==> config.mk <==
export PLATFORM = sky130hd
export DESIGN_NAME = mem_port_arbiter_flat
export DESIGN_NICKNAME = d
export VERILOG_FILES = /design/src/rtl/mem_port_arbiter_pkg.sv /design/src/rtl/mem_port_arbiter_if.sv /design/src/rtl/mem_port_arbiter_age_counter.sv /design/src/rtl/mem_port_arbiter.sv /design/src/flat_wrapper.sv
export SDC_FILE = /design/constraint.sdc
export NUM_CORES = 1
export LEC_CHECK = 0
export BUFFER_PORTS_ARGS = -buffer_cell sky130_fd_sc_hd__buf_2
export CORE_MARGIN = 2
export CORE_UTILIZATION = 30
export DETAILED_ROUTE_END_ITERATION = 10
export PLACE_DENSITY = 0.59
export SYNTH_ARGS = -nofsm -noshare
export SYNTH_HDL_FRONTEND = slang
export SYNTH_HIERARCHICAL = 1
export SYNTH_SLANG_ARGS = --single-unit
==> constraint.sdc <==
create_clock -name clk -period 2.4 [get_ports clk]
set_input_delay 0.12 -clock clk [delete_from_list [all_inputs] [get_ports clk]]
set_output_delay 0.12 -clock clk [all_outputs]
set_load 0.03 [all_outputs]
==> src/rtl/mem_port_arbiter_pkg.sv <==
// mem_arb_pkg
//   Shared types for the instruction/data memory port arbiter.
//   arb_state_t : transaction FSM states (IDLE -> ISSUE -> WAIT -> IDLE)
//   arb_owner_t : which requester owns the outstanding memory transaction
//   age_width() : bit width needed to hold an age count of 0..max
package mem_arb_pkg;

   typedef enum logic [1:0] {ARB_IDLE, ARB_ISSUE, ARB_WAIT} arb_state_t;
   typedef enum logic [1:0] {OWN_NONE, OWN_IF, OWN_DM} arb_owner_t;

   function automatic int unsigned age_width(input int unsigned max);
      return $clog2(max + 1);
   endfunction

endpackage

==> src/rtl/mem_port_arbiter_if.sv <==
// mem_port_arbiter_if
//   Bundles the fetch port, data port, memory port and stall outputs of the
//   arbiter. Modport slave is the arbiter's view; modport master is the view
//   of the surrounding pipeline and memory.
//   Fetch  : if_req, if_addr -> if_valid, if_rdata
//   Data   : dm_req, dm_we, dm_addr, dm_wdata, dm_be -> dm_valid, dm_rdata
//   Memory : mem_req, mem_we, mem_addr, mem_wdata, mem_be <- mem_gnt, mem_rvalid, mem_rdata
//   Stalls : stall_fetch, stall_mem
interface mem_port_arbiter_if #(
   parameter int unsigned ADDR_W = 32,
   parameter int unsigned DATA_W = 32
);
   localparam int unsigned BE_W = DATA_W / 8;

   logic              if_req;
   logic [ADDR_W-1:0] if_addr;
   logic              if_valid;
   logic [DATA_W-1:0] if_rdata;

   logic              dm_req;
   logic              dm_we;
   logic [ADDR_W-1:0] dm_addr;
   logic [DATA_W-1:0] dm_wdata;
   logic [BE_W-1:0]   dm_be;
   logic              dm_valid;
   logic [DATA_W-1:0] dm_rdata;

   logic              mem_req;
   logic              mem_we;
   logic [ADDR_W-1:0] mem_addr;
   logic [DATA_W-1:0] mem_wdata;
   logic [BE_W-1:0]   mem_be;
   logic              mem_gnt;
   logic              mem_rvalid;
   logic [DATA_W-1:0] mem_rdata;

   logic              stall_fetch;
   logic              stall_mem;

   modport slave (
      input  if_req, if_addr,
      output if_valid, if_rdata,
      input  dm_req, dm_we, dm_addr, dm_wdata, dm_be,
      output dm_valid, dm_rdata,
      output mem_req, mem_we, mem_addr, mem_wdata, mem_be,
      input  mem_gnt, mem_rvalid, mem_rdata,
      output stall_fetch, stall_mem
   );

   modport master (
      output if_req, if_addr,
      input  if_valid, if_rdata,
      output dm_req, dm_we, dm_addr, dm_wdata, dm_be,
      input  dm_valid, dm_rdata,
      input  mem_req, mem_we, mem_addr, mem_wdata, mem_be,
      output mem_gnt, mem_rvalid, mem_rdata,
      input  stall_fetch, stall_mem
   );

endinterface

==> src/rtl/mem_port_arbiter_age_counter.sv <==
// arb_age_counter
//   Counts consecutive data-port grants taken while a fetch is waiting.
//   Saturates at MAX, never wraps; clear has priority over increment.
//   clk, rst_n : clock, asynchronous active-low reset
//   inc        : a data grant was made while fetch was requesting
//   clr        : fetch was granted, or fetch is not requesting
//   sat        : count has reached MAX, fetch must win the next contest
module arb_age_counter
   import mem_arb_pkg::*;
#(
   parameter int unsigned MAX = 4
) (
   input  logic clk,
   input  logic rst_n,
   input  logic inc,
   input  logic clr,
   output logic sat
);
   localparam int unsigned W = age_width(MAX);

   logic [W-1:0] age;

   always_ff @(posedge clk or negedge rst_n) begin
      if (!rst_n) begin
         age <= '0;
      end else if (clr) begin
         age <= '0;
      end else if (inc && !sat) begin
         age <= age + W'(1);
      end
   end

   assign sat = (age == W'(MAX));

endmodule

==> src/rtl/mem_port_arbiter.sv <==
// mem_port_arbiter
//   Shares one single-ported, variable-latency memory between instruction
//   fetch (read-only) and the data stage (read/write). Data wins contention
//   unless fetch has lost STARVE_MAX consecutive contests. One outstanding
//   memory transaction at a time.
//   clk   : clock, all state on rising edge
//   rst_n : asynchronous active-low reset; abandons any transaction
//   bus   : fetch, data, memory ports and stall outputs (slave modport)
module mem_port_arbiter
   import mem_arb_pkg::*;
#(
   parameter int unsigned ADDR_W     = 32,
   parameter int unsigned DATA_W     = 32,
   parameter int unsigned STARVE_MAX = 4
) (
   input logic                clk,
   input logic                rst_n,
   mem_port_arbiter_if.slave  bus
);
   localparam int unsigned BE_W = DATA_W / 8;

   arb_state_t        state;
   arb_owner_t        owner;
   logic              req_q;
   logic              we_q;
   logic [ADDR_W-1:0] addr_q;
   logic [DATA_W-1:0] wdata_q;
   logic [BE_W-1:0]   be_q;

   logic              age_sat;
   logic              grant;
   logic              pick_dm;
   logic              done;
   logic              if_done;
   logic              dm_done;

   // Data wins a contest unless fetch has aged out.
   assign grant   = (state == ARB_IDLE) && (bus.if_req || bus.dm_req);
   assign pick_dm = bus.dm_req && !(bus.if_req && age_sat);

   // Completion either in WAIT, or in ISSUE when grant and response coincide.
   // mem_rvalid in IDLE, or in ISSUE without grant, is ignored.
   assign done = bus.mem_rvalid &&
                 ((state == ARB_WAIT) || ((state == ARB_ISSUE) && bus.mem_gnt));

   arb_age_counter #(.MAX(STARVE_MAX)) u_age (
      .clk   (clk),
      .rst_n (rst_n),
      .inc   (grant && pick_dm && bus.if_req),
      .clr   (!bus.if_req || (grant && !pick_dm)),
      .sat   (age_sat)
   );

   always_ff @(posedge clk or negedge rst_n) begin
      if (!rst_n) begin
         state   <= ARB_IDLE;
         owner   <= OWN_NONE;
         req_q   <= 1'b0;
         we_q    <= 1'b0;
         addr_q  <= '0;
         wdata_q <= '0;
         be_q    <= '0;
      end else begin
         case (state)
            ARB_IDLE: begin
               if (grant) begin
                  req_q <= 1'b1;
                  state <= ARB_ISSUE;
                  if (pick_dm) begin
                     owner   <= OWN_DM;
                     we_q    <= bus.dm_we;
                     addr_q  <= bus.dm_addr;
                     wdata_q <= bus.dm_wdata;
                     be_q    <= bus.dm_we ? bus.dm_be : '1;
                  end else begin
                     owner   <= OWN_IF;
                     we_q    <= 1'b0;
                     addr_q  <= bus.if_addr;
                     wdata_q <= '0;
                     be_q    <= '1;
                  end
               end
            end
            ARB_ISSUE: begin
               if (bus.mem_gnt) begin
                  req_q <= 1'b0;
                  if (bus.mem_rvalid) begin
                     state <= ARB_IDLE;
                     owner <= OWN_NONE;
                  end else begin
                     state <= ARB_WAIT;
                  end
               end
            end
            ARB_WAIT: begin
               if (bus.mem_rvalid) begin
                  state <= ARB_IDLE;
                  owner <= OWN_NONE;
               end
            end
            default: begin
               state <= ARB_IDLE;
               owner <= OWN_NONE;
               req_q <= 1'b0;
            end
         endcase
      end
   end

   assign if_done = done && (owner == OWN_IF);
   assign dm_done = done && (owner == OWN_DM);

   assign bus.if_valid  = if_done;
   assign bus.dm_valid  = dm_done;
   assign bus.if_rdata  = if_done ? bus.mem_rdata : '0;
   assign bus.dm_rdata  = dm_done ? bus.mem_rdata : '0;

   assign bus.mem_req   = req_q;
   assign bus.mem_we    = we_q;
   assign bus.mem_addr  = addr_q;
   assign bus.mem_wdata = wdata_q;
   assign bus.mem_be    = be_q;

   assign bus.stall_fetch = bus.if_req && !if_done;
   assign bus.stall_mem   = bus.dm_req && !dm_done;

endmodule

==> src/flat_wrapper.sv <==
// flat-port wrapper written by rule: the top's interface ports become plain ports
module mem_port_arbiter_flat import mem_arb_pkg::*;
#(
   parameter int unsigned ADDR_W     = 32,
   parameter int unsigned DATA_W     = 32,
   parameter int unsigned STARVE_MAX = 4
)
  (clk, rst_n, bus_if_req, bus_if_addr, bus_if_valid, bus_if_rdata, bus_dm_req, bus_dm_we, bus_dm_addr, bus_dm_wdata, bus_dm_be, bus_dm_valid, bus_dm_rdata, bus_mem_req, bus_mem_we, bus_mem_addr, bus_mem_wdata, bus_mem_be, bus_mem_gnt, bus_mem_rvalid, bus_mem_rdata, bus_stall_fetch, bus_stall_mem);
  mem_port_arbiter_if #(.ADDR_W(ADDR_W), .DATA_W(DATA_W)) bus_i ();
  input logic clk;
  input logic rst_n;
  input wire logic [$bits(bus_i.if_req)-1:0] bus_if_req;
  input wire logic [$bits(bus_i.if_addr)-1:0] bus_if_addr;
  output wire logic [$bits(bus_i.if_valid)-1:0] bus_if_valid;
  output wire logic [$bits(bus_i.if_rdata)-1:0] bus_if_rdata;
  input wire logic [$bits(bus_i.dm_req)-1:0] bus_dm_req;
  input wire logic [$bits(bus_i.dm_we)-1:0] bus_dm_we;
  input wire logic [$bits(bus_i.dm_addr)-1:0] bus_dm_addr;
  input wire logic [$bits(bus_i.dm_wdata)-1:0] bus_dm_wdata;
  input wire logic [$bits(bus_i.dm_be)-1:0] bus_dm_be;
  output wire logic [$bits(bus_i.dm_valid)-1:0] bus_dm_valid;
  output wire logic [$bits(bus_i.dm_rdata)-1:0] bus_dm_rdata;
  output wire logic [$bits(bus_i.mem_req)-1:0] bus_mem_req;
  output wire logic [$bits(bus_i.mem_we)-1:0] bus_mem_we;
  output wire logic [$bits(bus_i.mem_addr)-1:0] bus_mem_addr;
  output wire logic [$bits(bus_i.mem_wdata)-1:0] bus_mem_wdata;
  output wire logic [$bits(bus_i.mem_be)-1:0] bus_mem_be;
  input wire logic [$bits(bus_i.mem_gnt)-1:0] bus_mem_gnt;
  input wire logic [$bits(bus_i.mem_rvalid)-1:0] bus_mem_rvalid;
  input wire logic [$bits(bus_i.mem_rdata)-1:0] bus_mem_rdata;
  output wire logic [$bits(bus_i.stall_fetch)-1:0] bus_stall_fetch;
  output wire logic [$bits(bus_i.stall_mem)-1:0] bus_stall_mem;
  assign bus_i.if_req = bus_if_req;
  assign bus_i.if_addr = bus_if_addr;
  assign bus_if_valid = bus_i.if_valid;
  assign bus_if_rdata = bus_i.if_rdata;
  assign bus_i.dm_req = bus_dm_req;
  assign bus_i.dm_we = bus_dm_we;
  assign bus_i.dm_addr = bus_dm_addr;
  assign bus_i.dm_wdata = bus_dm_wdata;
  assign bus_i.dm_be = bus_dm_be;
  assign bus_dm_valid = bus_i.dm_valid;
  assign bus_dm_rdata = bus_i.dm_rdata;
  assign bus_mem_req = bus_i.mem_req;
  assign bus_mem_we = bus_i.mem_we;
  assign bus_mem_addr = bus_i.mem_addr;
  assign bus_mem_wdata = bus_i.mem_wdata;
  assign bus_mem_be = bus_i.mem_be;
  assign bus_i.mem_gnt = bus_mem_gnt;
  assign bus_i.mem_rvalid = bus_mem_rvalid;
  assign bus_i.mem_rdata = bus_mem_rdata;
  assign bus_stall_fetch = bus_i.stall_fetch;
  assign bus_stall_mem = bus_i.stall_mem;
  mem_port_arbiter #(.ADDR_W(ADDR_W), .DATA_W(DATA_W), .STARVE_MAX(STARVE_MAX)) u_core (.clk(clk), .rst_n(rst_n), .bus(bus_i));
endmodule
==> metrics <==
R2R depth 7; hold path depth 2; Power per Cell Area roughly 1200 nW/µm²; Area Growth Syn to Fin 54.2%; Post-synth top cells dfrtp_1 (77), a21oi_1 (66), and2_1 (66); number of synthesized flops with an enable pin 0; Final Util roughly 48%; Clock Path Buffers 2; setup_tns 0 ns; Worst-Skew Late Latency around 0.33 ns; Peak VDD IR 0.000765 V; Worst setup SP type register; P_leak 3.14 nW; Comb power frac 49.7%; Final Setup Violations 0; Die Y 116 µm; Max-cap violations 0; period utilization 91.9%; Fin Hold WS approximately 0.014 ns; vias per inst between 4 and 5; fmax 454 MHz; vias in the first global route around 3700; HP Class in2reg; Final GP Congestion between 0.7 and 0.8; initial antenna violation count 0; final hold viol count 0; crit end category output pin; ant diodes 0; RSZ-0062 raised after global routing false; #FFs+latches synth 77; crit path DAT 2.08 ns; relative slew slack between 30% and 40%; first-pass GRT wire length about 18000 µm; Cell Rows 40; Seq pwr share 30.9%; PnR worst setup slack ~0.20 ns; Primary FF master, synth dfrtp_1; H-tree depth 3; top cells by area, synth dfrtp_1 (51%), and2_1 (11%), a21oi_1 (8.8%), a22o_1 (7.4%), nand2_1 (3.6%); clock skew approximately 0.0075 ns; syn nets between 500 and 600; Tightest Pin Transition between 0.9 and 1 ns; 1st-iter DRT viols about 160; Clk Tree Root Cell clkbuf_16; Mapped Area about 3800 µm²; DR WL/cell between 10 and 15 µm; max-slew violation count 0; detailed-route DRC error count 0; synth warn 6; Netlist cell types 33; CTS Buf Count 9; Internal Power about 3.8 mW; largest net degree at the start of global routing roughly 80; WL final ~12000 µm; Syn Area/Cell a little under 10 µm²; Post-layout nets between 800 and 900; layout cells sized above 1 between 40% and 50%; CTS tree built; total track usage around 18%; post-synthesis cell count between 300 and 400; Min Clock Period, post-route between 2 and 2.5 ns; Num Clock Sinks between 70 and 80; Seq/Total Area, Yosys about half; cell accounting for the most synthesized area dfrtp_1; Async SR Flop Fraction between 90% and 100%; DR vias 3918; FILL cells ~1200; Worst Path Required roughly 2.3 ns; IO Port Bufs 276; initial core utilization between 30% and 40%; post-synth top area share 51.2%; GRT Residual Overflow 0; drt pass-1 iters 4; Post-Place Worst Slack about 0.062 ns; post-DP HPWL roughly 8600 µm; count leader, synth dfrtp_1; Ports 277; largest fanout on the critical path 34; Psw around 3.3 mW; Die Wd 116 µm; Core Area 12100 µm²; critical path class reg2out; die area 13500 µm²; Clock transition at path regs around 0.06 ns; switching part of the total between 40 and 50%; status finished clean; clock share of power 19.4%; Final ANT Viol Nets 0
[logic make-up (layout without fill, tap and decap cells)]
family          after synthesis  count (layout)  share of synthesized area [%]
buf+inv                      36             322                           4.49
fa+ha+maj                     5               5                           1.66
flops                        77              77                           51.2
mux                           6               6                           1.83
compound gates              110             110                           19.1
simple gates                152             153                           21.8
[worst max-delay path: stages, from the launching register on]
cell and delay (ns):
dfrtp_1 0.38, inv_1 0.08, ha_1 0.24, a21oi_2 0.37, nor4b_4 0.08, buf_4 0.23
and2_1 0.20, buf_2 0.17
[through the flow]
stage	cells	area, µm²	total power [mW]
2_1_floorplan	386	3770	4.59
3_3_place_gp	807	5290	5.62
3_5_place_dp	807	5290	5.69
4_1_cts	839	5780	7.18
5_1_grt	841	5810	7.56
6_report	841	5810	7.10
[flip-flops by register name, indices dropped and copies added (netlist names)]
register	cells
u_core/bus.mem_addr	32
u_core/bus.mem_wdata	32
u_core/bus.mem_be	4
u_core/u_age/age	3
u_core/owner	2
u_core/state	2
u_core/bus.mem_req	1
u_core/bus.mem_we	1
[cell usage in the layout, fill, tap and decap left out, types with 2 or more instances in the layout]
cell / synthesis / routed
o22a_1: 4 / 4
mux2i_1: 2 / 2
nor2b_1: 5 / 5
nand2b_1: 2 / 2
and2_1: 66 / 66
dlygate4sd3_1: 0 / 15
clkbuf_16: 0 / 9
nor2_1: 33 / 33
dfrtp_1: 77 / 77
nor3_1: 2 / 2
a21oi_1: 66 / 65
nor4_4: 1 / 2
clkinv_4: 0 / 2
buf_4: 3 / 7
nand2_1: 36 / 36
a22o_1: 32 / 32
ha_1: 5 / 5
mux2_2: 3 / 3
inv_1: 7 / 7
buf_12: 0 / 3
buf_2: 18 / 275
[routing by layer]
layer	GRT usage (%)	wire [µm]	up-vias
met5	0	0	-
met4	5.08	131	0
met3	4.55	997	9
met2	32.1	6190	191
met1	20.6	4940	1842
li1	-	-	1876
[power by group through the flow]
| stage | combinational, mW | clock, mW | sequential, mW |
|---|---|---|---|
| after floorplan | 1.34 | 0 | 3.26 |
| after global placement | 3.45 | 0 | 2.17 |
| after detailed placement | 3.50 | 0 | 2.19 |
| after CTS | 3.56 | 1.43 | 2.19 |
| after global routing | 3.81 | 1.49 | 2.26 |
| final | 3.53 | 1.38 | 2.19 |
[final cells by class]
| class | instances | area, µm² | share of cell area (%) |
|---|---|---|---|
| flip-flops and latches | 77 | 1930 | 33.2 |
| multi-input cells | 274 | 1710 | 29.4 |
| repair buffers | 300 | 1640 | 28.2 |
| clock buffers | 9 | 225 | 3.88 |
| well taps | 168 | 210 | 3.62 |
| clock inverters | 6 | 72.6 | 1.25 |
| inverters | 7 | 26.3 | 0.452 |
[final timing paths]
kind	slack, ns	endpoint	from
max	0.20	bus_dm_rdata[1]	u_core/state[0]$_DFFE_PN0P_
min	0.01	u_core/bus.mem_wdata[11]$_DFFE_PN0P_	bus_dm_wdata[11]
max reg2reg	0.28	u_core/bus.mem_be[0]$_DFFE_PN0P_	u_core/u_age/age[0]$_DFFE_PN0P_
min reg2reg	0.48	u_core/bus.mem_we$_DFFE_PN0P_	u_core/bus.mem_we$_DFFE_PN0P_
max in group asynchronous	1.27	u_core/bus.mem_wdata[27]$_DFFE_PN0P_	rst_n
min in group asynchronous	0.51	u_core/bus.mem_addr[2]$_DFFE_PN0P_	rst_n
[timing repair]
action                     in CTS  in global routing
hold buffers                   14                  1
cloned                          1                  0
setup endpoints to repair      34                 15
pin swaps                       2                  1
buffers inserted                2                  1
resized for setup               2                  0
hold endpoints to repair       90                  1
Power figures use the tool's default switching activity.
